File: src/rtl/credit_link_receiver.sv
// Far end of a credit-based pipelined link: buffers arriving words, presents them
// on a ready/valid port and returns one registered credit pulse per drained word.
module credit_link_receiver #(
  parameter  int WORD_WIDTH   = 8,
  parameter  int CREDIT_COUNT = 4,
  localparam int OCC_WIDTH    = $clog2(CREDIT_COUNT + 1)
) (
  input  logic                  clock,
  input  logic                  clear_n,
  input  logic                  link_valid,
  input  logic [WORD_WIDTH-1:0] link_data,
  output logic                  credit_return,
  output logic                  output_valid,
  input  logic                  output_ready,
  output logic [WORD_WIDTH-1:0] output_data,
  output logic [OCC_WIDTH-1:0]  occupancy,
  output logic                  overflow
);

  localparam int PTR_W = (CREDIT_COUNT > 1) ? $clog2(CREDIT_COUNT) : 1;
  localparam logic [PTR_W-1:0]     LAST_SLOT = PTR_W'(CREDIT_COUNT - 1);
  localparam logic [OCC_WIDTH-1:0] FULL_OCC  = OCC_WIDTH'(CREDIT_COUNT);

  logic [CREDIT_COUNT-1:0][WORD_WIDTH-1:0] mem;
  logic [PTR_W-1:0] wr_ptr, rd_ptr;
  logic             full, wr_acc, xfer;

  assign full         = (occupancy == FULL_OCC);
  assign wr_acc       = link_valid & ~full;
  assign output_valid = (occupancy != '0);
  assign xfer         = output_valid & output_ready;
  assign output_data  = mem[rd_ptr];

  function automatic logic [PTR_W-1:0] ptr_inc(input logic [PTR_W-1:0] p);
    return (p == LAST_SLOT) ? '0 : p + PTR_W'(1);
  endfunction

  // Storage is reset so output_data reads zero straight out of reset.
  for (genvar i = 0; i < CREDIT_COUNT; i++) begin : g_slot
    always_ff @(posedge clock or negedge clear_n) begin
      if (!clear_n)
        mem[i] <= '0;
      else if (wr_acc && wr_ptr == PTR_W'(i))
        mem[i] <= link_data;
    end
  end

  always_ff @(posedge clock or negedge clear_n) begin
    if (!clear_n) begin
      wr_ptr        <= '0;
      rd_ptr        <= '0;
      occupancy     <= '0;
      credit_return <= 1'b0;
      overflow      <= 1'b0;
    end else begin
      if (wr_acc) wr_ptr <= ptr_inc(wr_ptr);
      if (xfer)   rd_ptr <= ptr_inc(rd_ptr);
      case ({wr_acc, xfer})
        2'b10:   occupancy <= occupancy + OCC_WIDTH'(1);
        2'b01:   occupancy <= occupancy - OCC_WIDTH'(1);
        default: occupancy <= occupancy;
      endcase
      credit_return <= xfer;
      // Full is judged before this cycle's transfer: that credit is not yet back.
      overflow <= overflow | (link_valid & full);
    end
  end

endmodule

File: config.mk
export PLATFORM = sky130hd
export DESIGN_NAME = credit_link_receiver
export DESIGN_NICKNAME = d
export VERILOG_FILES = /design/src/rtl/credit_link_receiver.sv
export SDC_FILE = /design/constraint.sdc
export NUM_CORES = 1
export LEC_CHECK = 0
export CAP_MARGIN = 30
export CORE_ASPECT_RATIO = 1.4
export CORE_MARGIN = 8
export CORE_UTILIZATION = 53
export CTS_CLUSTER_DIAMETER = 50
export DETAILED_ROUTE_END_ITERATION = 10
export PLACE_DENSITY = 0.78
export SLEW_MARGIN = 20
export SYNTH_ARGS = -nofsm -noshare
export SYNTH_HDL_FRONTEND = slang
export SYNTH_SLANG_ARGS = --single-unit
File: constraint.sdc
create_clock -name clock -period 2.38 [get_ports clock]
set_input_delay 0.357 -clock clock [delete_from_list [all_inputs] [get_ports clock]]
set_output_delay 0.357 -clock clock [all_outputs]
set_load 0.03 [all_outputs]
Yosys cells after proc, flatten, opt, wreduce, memory -nomap -nowiden
Cells that the tools add are included.
{ "totals": {"register_bits": 41, "output_inout_bits": 14, "elab_cells": 38} }
{ "classes": {"add_sub_neg": 4, "n_lt_le_gt_ge": 1, "eq_ne": 7, "mux": 5, "bitwise": 5, "n_reduce_logical": 7} }
{ "op_table": {"columns": ["cell", "count"], "rows": [
  ["binary-select mux 8 bit (select 2 bit)", 1],
  ["equality test 2 bit (second input constant)", 4],
  ["2-to-1 mux 8 bit", 1],
  ["one-hot mux 3 bit (2 select lines)", 1],
  ["adder 2 x 1 -> 2 bit (second input constant)", 2],
  ["equality test 2 x 1 -> 1 bit (second input constant)", 2],
  ["logical AND 1 bit", 4],
  ["2-to-1 mux 2 bit", 2],
  ["adder 3 x 1 -> 3 bit (second input constant)", 1],
  ["bitwise AND 1 bit", 3],
  ["equality test 3 bit (second input constant)", 1],
  ["less-than comparator 2 x 3 -> 1 bit (second input constant)", 1],
  ["nonzero test 3 bit", 1],
  ["subtractor 3 x 1 -> 3 bit (second input constant)", 1],
  ["zero test 2 bit", 1],
  ["nonzero test 2 bit", 1],
  ["NOT 1 bit", 1],
  ["OR 1 bit", 1]
]} }

Longest topological paths before layout
Gate-level depths: netlist (run 1).
{ "logic_depth": {"ltp_word": 5, "ltp_mapped": 9, "ltp_nobuf": 9} }

Worst setup path before layout (run 1)
OpenSTA, ideal clock, no wires.
{ "synth_timing": {"kind": "register to register", "startpoint": "register occupancy[0]", "endpoint": "register occupancy[2]", "setup_time_ns": 0.136, "t_arrival_ns": 2.081, "required_ns": 2.244, "setup_slack_ns": 0.163, "stages_incl_launch_ff": 10, "synth_period_minus_slack_ns": 2.217, "path_cell_list": "dfrtp_1 -> or3_2 -> nand2_1 -> inv_1 -> ha_1 -> inv_1 -> fa_1 -> xor2_1 -> nor2_1 -> xor2_1"} }
{ "synth_via": {"elab_cells_between_ends": 11} }
{ "synth_rtl": {"columns": ["item", "line", "rtl"], "rows": [
  ["from (decl)", "16", "output logic [OCC_WIDTH-1:0] occupancy,"],
  ["from (signal assigned)", "59", "2'b10: occupancy <= occupancy + OCC_WIDTH'(1);"],
  ["from (signal assigned)", "60", "2'b01: occupancy <= occupancy - OCC_WIDTH'(1);"],
  ["from (signal assigned)", "61", "default: occupancy <= occupancy;"],
  ["nonzero test 3 bit *", "30", "assign output_valid = (occupancy != '0);"],
  ["via output_valid", "13", "output logic output_valid,"],
  ["bitwise AND 1 bit *", "31", "assign xfer = output_valid & output_ready;"],
  ["via xfer", "26", "logic full, wr_acc, xfer;"],
  ["equality test 2 x 1 -> 1 bit / equality test 2 bit (equally long branches)", "58", "case ({wr_acc, xfer})"],
  ["one-hot mux 3 bit (2 select lines) / nonzero test 2 bit (equally long branches)", null, null]
]} }
The timed path passes the listed nets; every way through them passes the cells marked *.
A chain may end at the register's enable or synchronous reset.

Worst setup path in the final report (run 1)
{ "layout_timing": {"startpoint": "register rd_ptr[0]", "endpoint": "output port output_data[2]"} }
{ "layout_via": {"elab_chain_cells": 2} }
{ "layout_rtl": {"columns": ["item", "line", "rtl"], "rows": [
  ["from (decl)", "25", "logic [PTR_W-1:0] wr_ptr, rd_ptr;"],
  ["from (signal assigned)", "57", "if (xfer) rd_ptr <= ptr_inc(rd_ptr);"],
  ["binary-select mux 8 bit (select 2 bit)", "32", "assign output_data = mem[rd_ptr];"],
  ["2-to-1 mux 8 bit (not written as such)", "32", null],
  ["to (decl)", "15", "output logic [WORD_WIDTH-1:0] output_data,"]
]} }
No other way between the ends. The select of a mux whose other input is x is not followed.

==> run summary, run 1 <==
GR Overflow Total = 0
Synthesized cell area = 0.00187 mm2
Nets = 177
IO Pins = 26
RR Startpoint = occupancy[1]
Avg Vias per Cell = 5.48
Clock Sinks = 41
Worst hold slack = 0.437 ns
Endpoints failing hold = 0
DR iter-0 viols = 36
Maxcap violations = 0
Sequential fraction of the synthesis area = 55.0%
R2r endpoint = occupancy[2]
Die W = 66.2 um
Layout Skew = 0.00643 ns
Worst slew margin = 64.5%
Core area = 0.00338 mm2
Post-route ant nets = 0
DR vias = 1091
# rows = 25
Final Setup Violations = 0
# fillers = 273
DR pass1 iterations = 4
Crit path buf inv count = 2
Worst Setup Start Kind = flip-flop
Worst slack, placed = 0.193 ns
# Post-CTS Setup Buffers = 0
Ys async rst share = 100%
Area of the die = 0.00570 mm2
Fin util = 68.5%
First-pass GRT wire length = 6130 um
Max VDD drop = 1.10 mV
Drt wl/cell = 18.5 um
Slowest stage delay, CP = 0.61 ns
CP required = 2.02 ns
Max Root-Sink Buffers = 2
Crit Path Class = reg2out
Synth unique cells = 18
Number of diodes = 0
Clock latency on the worst-skew pair = 0.30 ns
Critical-path cell list = buf_4 -> mux4_2 -> clkdlybuf4s50_1
RSZ-0062 raised after global routing = no
Cell with the most instances after synthesis = dfrtp_1
Final instance area = 0.00231 mm2
P_leak = 0.997 nW
Area growth syn-to-layout = 24.0%
CTS tree = built
Worst Tran Pin Value = 0.532 ns
PnR worst setup slack = 0.0918 ns
CTS buffer count = 5
Synth Warn # = 0
Largest net degree at the start of global routing = 42
Post-DP Area = 0.00220 mm2
Synth area leaders = dfrtp_1 55%, mux2_2 22%, mux4_2 9.7%, ha_1 4.0%, nor2_2 1.3%
Synth area leader = dfrtp_1
Clk Tree Root Cell = clkbuf_8
Syn Inst Count = 120
Post-synth EDFFs = 0
Vias in the first global route = 1255
Synth top area share = 55.0%
Final TNS setup = 0 ns
Synth cell count leaders = 41 x dfrtp_1, 36 x mux2_2, 8 x mux4_2, 6 x ha_1, 6 x inv_1
Tcrit/Tclk final = 96.1%
Synthesis-stage register bit count = 41
Port buffer count = 25
Chip height = 86.2 um
GR Util All Layers = 14.3%
Total wire length = 3670 um
Slowest cell on crit path = clkdlybuf4s50_1
DPL Wire Length = 2630 um
Critical Path Fanout Max = 5
Routability Congestion = 0.707
Synth Net Count = 139
Critical path arrival = 1.93 ns
Pwr Density = 1560 mW/mm2
Reg clk slew, reported paths = 0.08 ns
H-tree depth = 2
Crit. End Element = output port
Reg2reg setup slack = 0.31 ns
Slew Viols, Final = 0
Worst hold path type = in2async
Worst reg2reg path depth = 9
Residual DRC = 0
Post-layout minimum cycle time = 2.29 ns
Maximum clock rate = 437 MHz
Initial antenna violation count = 0
Post-synth top flop = dfrtp_1
Initial Util = 55.3%
Top delay family on crit path = buffers and inverters
Fraction of final layout cells sized beyond drive strength 1 = 42.8%
Outcome = completed
Synth Area per Inst = 15.6 um2
## logic make-up (layout without fill, tap and decap cells)
logic type | Yosys count | after routing | synth area share [%]
multiplexers | 45 | 45 | 31.9
flip-flops | 41 | 41 | 55.0
AND/OR/NAND/NOR | 15 | 15 | 4.49
buffers and inverters | 8 | 47 | 1.68
adder cells (fa/ha/maj) | 7 | 7 | 5.09
XOR/XNOR | 3 | 3 | 1.41
AO/OA/AOI/OAI | 1 | 1 | 0.469
## per-stage QoR
step	total power, W	instances
after CTS	0.00365	197
after detailed placement	0.00321	189
after floorplan	0.00253	120
after global routing	0.00383	199
final	0.00361	199
after global placement	0.00310	189
## report_power, final
| group | leakage [nW] | total [W] | switching (W) | internal, W |
|---|---|---|---|---|
| Clock | 0.0439 | 0.000441 | 0.000239 | 0.000202 |
| Combinational | 0.470 | 0.00187 | 0.000863 | 0.00100 |
| Sequential | 0.484 | 0.00130 | 0.000244 | 0.00106 |
## how the worst max path moves through the flow
stage                           endpoint          from  slack (ns)  cells after the start
after global routing      output_data[2]     rd_ptr[0]       0.005                      3
after global placement      occupancy[2]    link_valid        0.31                      8
after detailed placement    occupancy[2]  output_ready        0.19                      9
after floorplan             occupancy[2]  occupancy[0]        0.16                      9
after CTS                 output_data[1]     rd_ptr[0]        0.07                      3
final                     output_data[2]     rd_ptr[0]        0.09                      3
## layout by cell type, fill, tap and decap left out, drive strengths merged, types with 2 or more instances in the layout
cell            n
ha              6
inv             6
clkdlybuf4s50  24
buf             8
xor2            2
mux2           36
nand2           5
mux4            8
clkbuf          5
clkinv          2
dfrtp          41
nor2            7
## area by class of cell
type	instances	area, um2	area share, %
sequential	41	1030	44.3
multi-input combinational	71	810	35.0
timing repair buffer	33	320	13.8
clock buffer	5	68.8	2.97
tap	40	50.0	2.16
inverter	6	22.5	0.973
clock inverter	3	17.5	0.757
## registers in the layout (all words and copies together) (netlist names)
signal / count
mem: 32
occupancy: 3
rd_ptr: 2
wr_ptr: 2
credit_return: 1
overflow: 1
## repair_timing
item                                   4_1_cts  5_1_grt
endpoints found under the hold margin        0        7
resized for setup                            0        0
hold buffers                                 0        1
## metal layers
metal  GRT usage, %  wire [um]  up-vias
met2           23.8       1910       24
met3           6.06        199        7
met1           15.1       1500      563
met4           6.82         63        0
li1               -          -      497
met5              0          0        -
## worst register-to-register path, delay by kind of cell, from the launching register on
kind | cells | cell delay [ns]
adders and majority gates | 2 | 0.38
and+or+nand+nor | 3 | 0.71
buffers and inverters | 2 | 0.15
xor gates and xnor gates | 2 | 0.28
DFF | 1 | 0.43
Power figures use the tool's default switching activity.
==> run 2, diff against run 1 <==
- CAP_MARGIN: 30 -> 15
- CORE_ASPECT_RATIO: 1.4 -> 0.6
==> run 2 against run 1 <==
  * Register-to-register slack lost 0.08 ns
  * Count of clock-buffer cells in the layout grew 2
  * Final cell count shrank 0.50%
  * Fmax shrank 0.36%
  * Routed wire length shrank 6.8%
  * Core utilization grew 0.72 points
  * Critical endpoint is now output_data[5]
  * Highest routed layer unchanged
==> run summary, run 2 (same netlist as run 1, synthesis figures left out) <==
Outcome = completed
Fraction of final layout cells sized beyond drive strength 1 = 40.5% (-2.2 points)
Chip height = 62.0 um (-28%)
DPL Wire Length = 2520 um (-4.0%)
Placed insts = 191 (+1.1%)
Post-route ant nets = 0 (unchanged)
Critical path arrival = 1.94 ns (about the same)
RR Startpoint = occupancy[0]
Clk Tree Root Cell = clkbuf_8
Pwr Total = 0.00361 W (+0.19%)
DR iter-0 viols = 30 (-17%)
Tcrit/Tclk final = 96.5% (+0.35 points)
Initial Util = 56.5% (+1.3 points)
Area of the multi-input gates = 816 um2 (+0.77%)
P_leak = 0.976 nW (-2.2%)
Reg2reg setup slack = 0.23 ns (-0.08 ns)
Area of the die = 0.00574 mm2 (+0.62%)
Die W = 92.6 um (+40%)
Maximum clock rate = 435 MHz (-0.36%)
DR vias = 1071 (-1.8%)
Post-DP Area = 0.00219 mm2 (-0.17%)
Slew Viols, Final = 0 (unchanged)
Vias in the first global route = 1205 (-4.0%)
Post-layout minimum cycle time = 2.30 ns (+0.00828 ns)
Core area = 0.00330 mm2 (-2.2%)
Residual DRC = 0 (unchanged)
Worst reg2reg path depth = 8 (-1)
Drt wl/cell = 17.3 um (-6.3%)
R2r endpoint = occupancy[2]
Largest Register = mem
CTS buffer count = 5 (unchanged)
Commonest non-fill, non-tap cell in the layout = dfrtp_1
Max VDD drop = 0.869 mV (-21%)
# rows = 16 (-36%)
Avg Vias per Cell = 5.41 (-1.3%)
Worst slew margin = 41.5% (-23 points)
Post-CTS sizing = 0 (unchanged)
Pwr Density = 1580 mW/mm2 (+1.4%)
Max Root-Sink Buffers = 2 (unchanged)
Clock Sinks = 41 (unchanged)
Critical Path Fanout Max = 8 (+3)
Worst Tran Pin Value = 0.877 ns (+0.345 ns)
First-pass GRT wire length = 5840 um (-4.6%)
Slowest cell on crit path = clkdlybuf4s50_1
Total wire length = 3430 um (-6.8%)
CP required = 2.02 ns (about the same)
Nets = 172 (-2.8%)
Maxcap violations = 0 (unchanged)
Largest net degree at the start of global routing = 42 (unchanged)
Area growth syn-to-layout = 22.5%
IO Pins = 26 (unchanged)
Layout Skew = 0.00256 ns (-0.00387 ns)
Clock latency on the worst-skew pair = 0.28 ns (-0.02 ns)
Crit. End Element = output port
CTS tree = built
Final instance area = 0.00229 mm2 (-1.2%)
GR Overflow Total = 0 (unchanged)
Register Area = 0.00103 mm2 (unchanged)
RSZ-0062 raised after global routing = no
Slowest stage delay, CP = 0.61 ns (about the same)
Max reg flops = 32 (unchanged)
Final TNS setup = 0 ns (unchanged)
Number of diodes = 0 (unchanged)
# fillers = 256 (-6.2%)
DR pass1 iterations = 4 (unchanged)
Hold Buf Count CTS = 0 (unchanged)
Crit Path Class = reg2out
# Post-CTS Setup Buffers = 0 (unchanged)
Reg clk slew, reported paths = 0.07 ns (about the same)
Critical-path cell list = buf_12 -> mux4_2 -> clkdlybuf4s50_1
CP startpoint = rd_ptr[0]
Final Setup Violations = 0 (unchanged)
Worst hold path type = in2async
H-tree depth = 2 (unchanged)
Worst Setup Start Kind = flip-flop
Initial antenna violation count = 0 (unchanged)
Most frequent cells in the layout = 41 x dfrtp_1, 36 x mux2_2, 24 x clkdlybuf4s50_1, 8 x mux4_2
Endpoints failing hold = 0 (unchanged)
Port buffer count = 25 (unchanged)
GR Util All Layers = 13.6% (-0.70 points)
Post-Layout Cell Count = 198 (-0.50%)
Routability Congestion = 0.698 (-1.2%)
Biggest regs = mem x32, occupancy x3
## run 2: final cells by class
class,count,share of cell area [%]
inverter,6,0.985
tap,45,2.46
multi-input combinational,71,35.7
sequential,41,44.9
timing repair buffer,28,12.3
clock buffer,7,3.77
## run 2: worst max-delay path by stage
stage                          end  cells after the start
detailed placement    occupancy[2]                      8
floorplan             occupancy[2]                      9
global placement      occupancy[2]                      8
CTS                 output_data[5]                      3
finish              output_data[5]                      3
global route        output_data[6]                      3
## run 2: stage by stage
step | utilization (%) | hold slack (ns) | setup slack [ns]
after floorplan | - | 0.0614 | 0.163
after global placement | 66.4 | 0.468 | 0.244
after detailed placement | 66.4 | 0.458 | 0.163
after CTS | 69.1 | 0.230 | 0.0613
after global routing | 69.2 | 0.258 | 0.0161
final | 69.2 | 0.189 | 0.0835
## run 2: power breakdown
group / switching [W] / total [W] / internal [W]
logic: 0.000861 / 0.00187 / 0.00101
registers: 0.000249 / 0.00131 / 0.00106
clock network: 0.000207 / 0.000437 / 0.000230
total: 0.00132 / 0.00361 / 0.00230
## run 2: critical path, delay by kind of cell (launching register included)
family   cells  cell delay [ns]
flops        1             0.40
mux          1             0.51
buf+inv      2             0.75
## run 2: layer usage
metal	share of wire (%)	routed length [um]	track usage (%)	vias up
li1	-	-	-	492
met1	45	1530	15.0	554
met2	50	1710	24.6	20
met3	4.6	157	4.68	5
met4	0.79	27	5.23	0
met5	0	0	0	-
==> run 3, diff against run 2 <==
==> constraint.sdc (replaced) <==
create_clock -name clock -period 2.38 [get_ports clock]
set_input_delay 0.238 -clock clock [delete_from_list [all_inputs] [get_ports clock]]
set_output_delay 0.238 -clock clock [all_outputs]
set_load 0.03 [all_outputs]
==> run 3 against run 2 <==
  * Register-to-register slack worse by 0.05 ns
  * Sequential power about the same
  * Critical path depth is 1 lower
  * Setup slack improved by 0.037 ns
  * Clock power grew 56%
  * Highest routed layer unchanged
  * Clock skew up 0.0071 ns
  * Critical path type unchanged
==> run summary, run 3 (same netlist as run 1, synthesis figures left out) <==
Routability Congestion = 0.744 (+6.5%)
Max reg flops = 32 (unchanged)
Reg clk slew, reported paths = 0.09 ns (+0.02 ns)
Initial antenna violation count = 0 (unchanged)
R2r endpoint = occupancy[2]
Max VDD drop = 1.12 mV (+29%)
Final instance area = 0.00230 mm2 (+0.60%)
Maxcap violations = 0 (unchanged)
Initial Util = 56.5% (unchanged)
Area of the multi-input gates = 810 um2 (-0.77%)
DR iter-0 viols = 77 (+160%)
Post-route ant nets = 0 (unchanged)
Nets = 169 (-1.7%)
Post-DP Area = 0.00216 mm2 (-1.6%)
Max Root-Sink Buffers = 2 (unchanged)
Critical Path Fanout Max = 11 (+3)
Commonest non-fill, non-tap cell in the layout = dfrtp_1
Drt wl/cell = 17.5 um (+1.0%)
# Post-CTS Setup Buffers = 0 (unchanged)
Pwr Total = 0.00379 W (+4.8%)
Pwr Density = 1650 mW/mm2 (+4.1%)
# fillers = 219 (-14%)
Slew Viols, Final = 0 (unchanged)
Chip height = 62.0 um (unchanged)
Worst Setup Start Kind = flip-flop
CP required = 2.14 ns (+0.12 ns)
DR vias = 1042 (-2.7%)
Crit Path Class = reg2out
Critical path arrival = 2.02 ns (+0.08 ns)
Biggest regs = mem x32, occupancy x3
First-pass GRT wire length = 5890 um (+0.82%)
IO Pins = 26 (unchanged)
Largest Register = mem
Crit. End Element = output port
Worst slew margin = 41.7% (+0.16 points)
P_leak = 0.977 nW (+0.16%)
RR Startpoint = occupancy[1]
CP startpoint = rd_ptr[0]
H-tree depth = 2 (unchanged)
Worst slack, placed = 0.151 ns (-0.0121 ns)
Area growth syn-to-layout = 23.3%
Final TNS setup = 0 ns (unchanged)
Hold Buf Count CTS = 0 (unchanged)
DR pass1 iterations = 4 (unchanged)
Vias in the first global route = 1160 (-3.7%)
Residual DRC = 0 (unchanged)
GR Overflow Total = 0 (unchanged)
GR Util All Layers = 13.8% (+0.13 points)
Most frequent cells in the layout = 40 x dfrtp_1, 36 x mux2_2, 24 x clkdlybuf4s50_1, 8 x mux4_2
Largest net degree at the start of global routing = 42 (unchanged)
Die W = 92.6 um (unchanged)
Port buffer count = 25 (unchanged)
Clock Sinks = 41 (unchanged)
Reg2reg setup slack = 0.18 ns (-0.05 ns)
Area of the die = 0.00574 mm2 (unchanged)
PnR worst setup slack = 0.121 ns (+0.0372 ns)
Register Area = 0.00103 mm2 (+0.37%)
Number of diodes = 0 (unchanged)
Tcrit/Tclk final = 94.9% (-1.6 points)
Post-layout minimum cycle time = 2.26 ns (-0.0372 ns)
Worst hold path type = in2async
CTS buffer count = 5 (unchanged)
Worst reg2reg path depth = 8 (unchanged)
Total wire length = 3430 um (unchanged)
Fraction of final layout cells sized beyond drive strength 1 = 41.1% (+0.54 points)
RSZ-0062 raised after global routing = no
Worst Tran Pin Value = 0.874 ns (-0.00247 ns)
Clock latency on the worst-skew pair = 0.30 ns (+0.02 ns)
Avg Vias per Cell = 5.32 (-1.7%)
Outcome = completed
DPL Wire Length = 2340 um (-7.3%)
CTS tree = built
Final Setup Violations = 0 (unchanged)
Layout Skew = 0.00964 ns (+0.00708 ns)
Worst hold slack = 0.0556 ns (-0.134 ns)
Maximum clock rate = 443 MHz (+1.6%)
Core area = 0.00330 mm2 (unchanged)
# rows = 16 (unchanged)
Endpoints failing hold = 0 (unchanged)
Clk Tree Root Cell = clkbuf_8
==> run 3: cell count changes in the layout (fill, tap and decap cells not counted), sizes merged <==
cell,change
buf,-3
bufinv,+2
clkbuf,-2
inv,+1
==> run 3: area by class of cell <==
type | count | share of cell area (%)
clock buffer | 5 | 2.99
clock inverter | 3 | 2.99
inverter | 6 | 0.979
multi-input combinational | 71 | 35.2
sequential | 41 | 44.8
tap | 45 | 2.45
timing repair buffer | 25 | 10.7
==> run 3: layer usage <==
layer  wire (um)  up-vias  GRT usage, %
met3         228        6          4.68
li1            -      488             -
met5           0        -             0
met4          49        0          5.45
met1        1580      522          17.1
met2        1560       26          22.1
==> run 3: worst max-delay path, stage by stage, from the launching register on <==
cell	delay, ns
dfrtp_4	0.56
mux4_2	0.54
clkdlybuf4s50_1	0.61
==> run 3: metrics by stage <==
stage / util [%] / std cells
after floorplan: - / 120
after global placement: 65.4 / 188
after detailed placement: 65.4 / 188
after CTS: 69.6 / 196
after global routing: 69.7 / 196
final: 69.7 / 196
==> run 3: worst max-delay path by stage <==
stage,end,cells after the start
2_1_floorplan,occupancy[2],9
3_3_place_gp,occupancy[2],8
3_5_place_dp,occupancy[2],8
4_1_cts,output_data[5],2
5_1_grt,occupancy[2],8
6_report,output_data[5],2
==> run 3: timing repair <==
action / in CTS / in global routing
pin swaps: 0 / 0
cloned: 0 / 0
setup endpoints to repair: 8 / 4
resized for setup: 1 / 1
==> run 3: power by group <==
part / internal (W) / total [W] / switching [W] / leakage, nW
registers: 0.00106 / 0.00134 / 0.000277 / 0.483
clock network: 0.000422 / 0.000682 / 0.000259 / 0.0687
logic: 0.000957 / 0.00177 / 0.000810 / 0.426
total: 0.00244 / 0.00379 / 0.00135 / 0.977
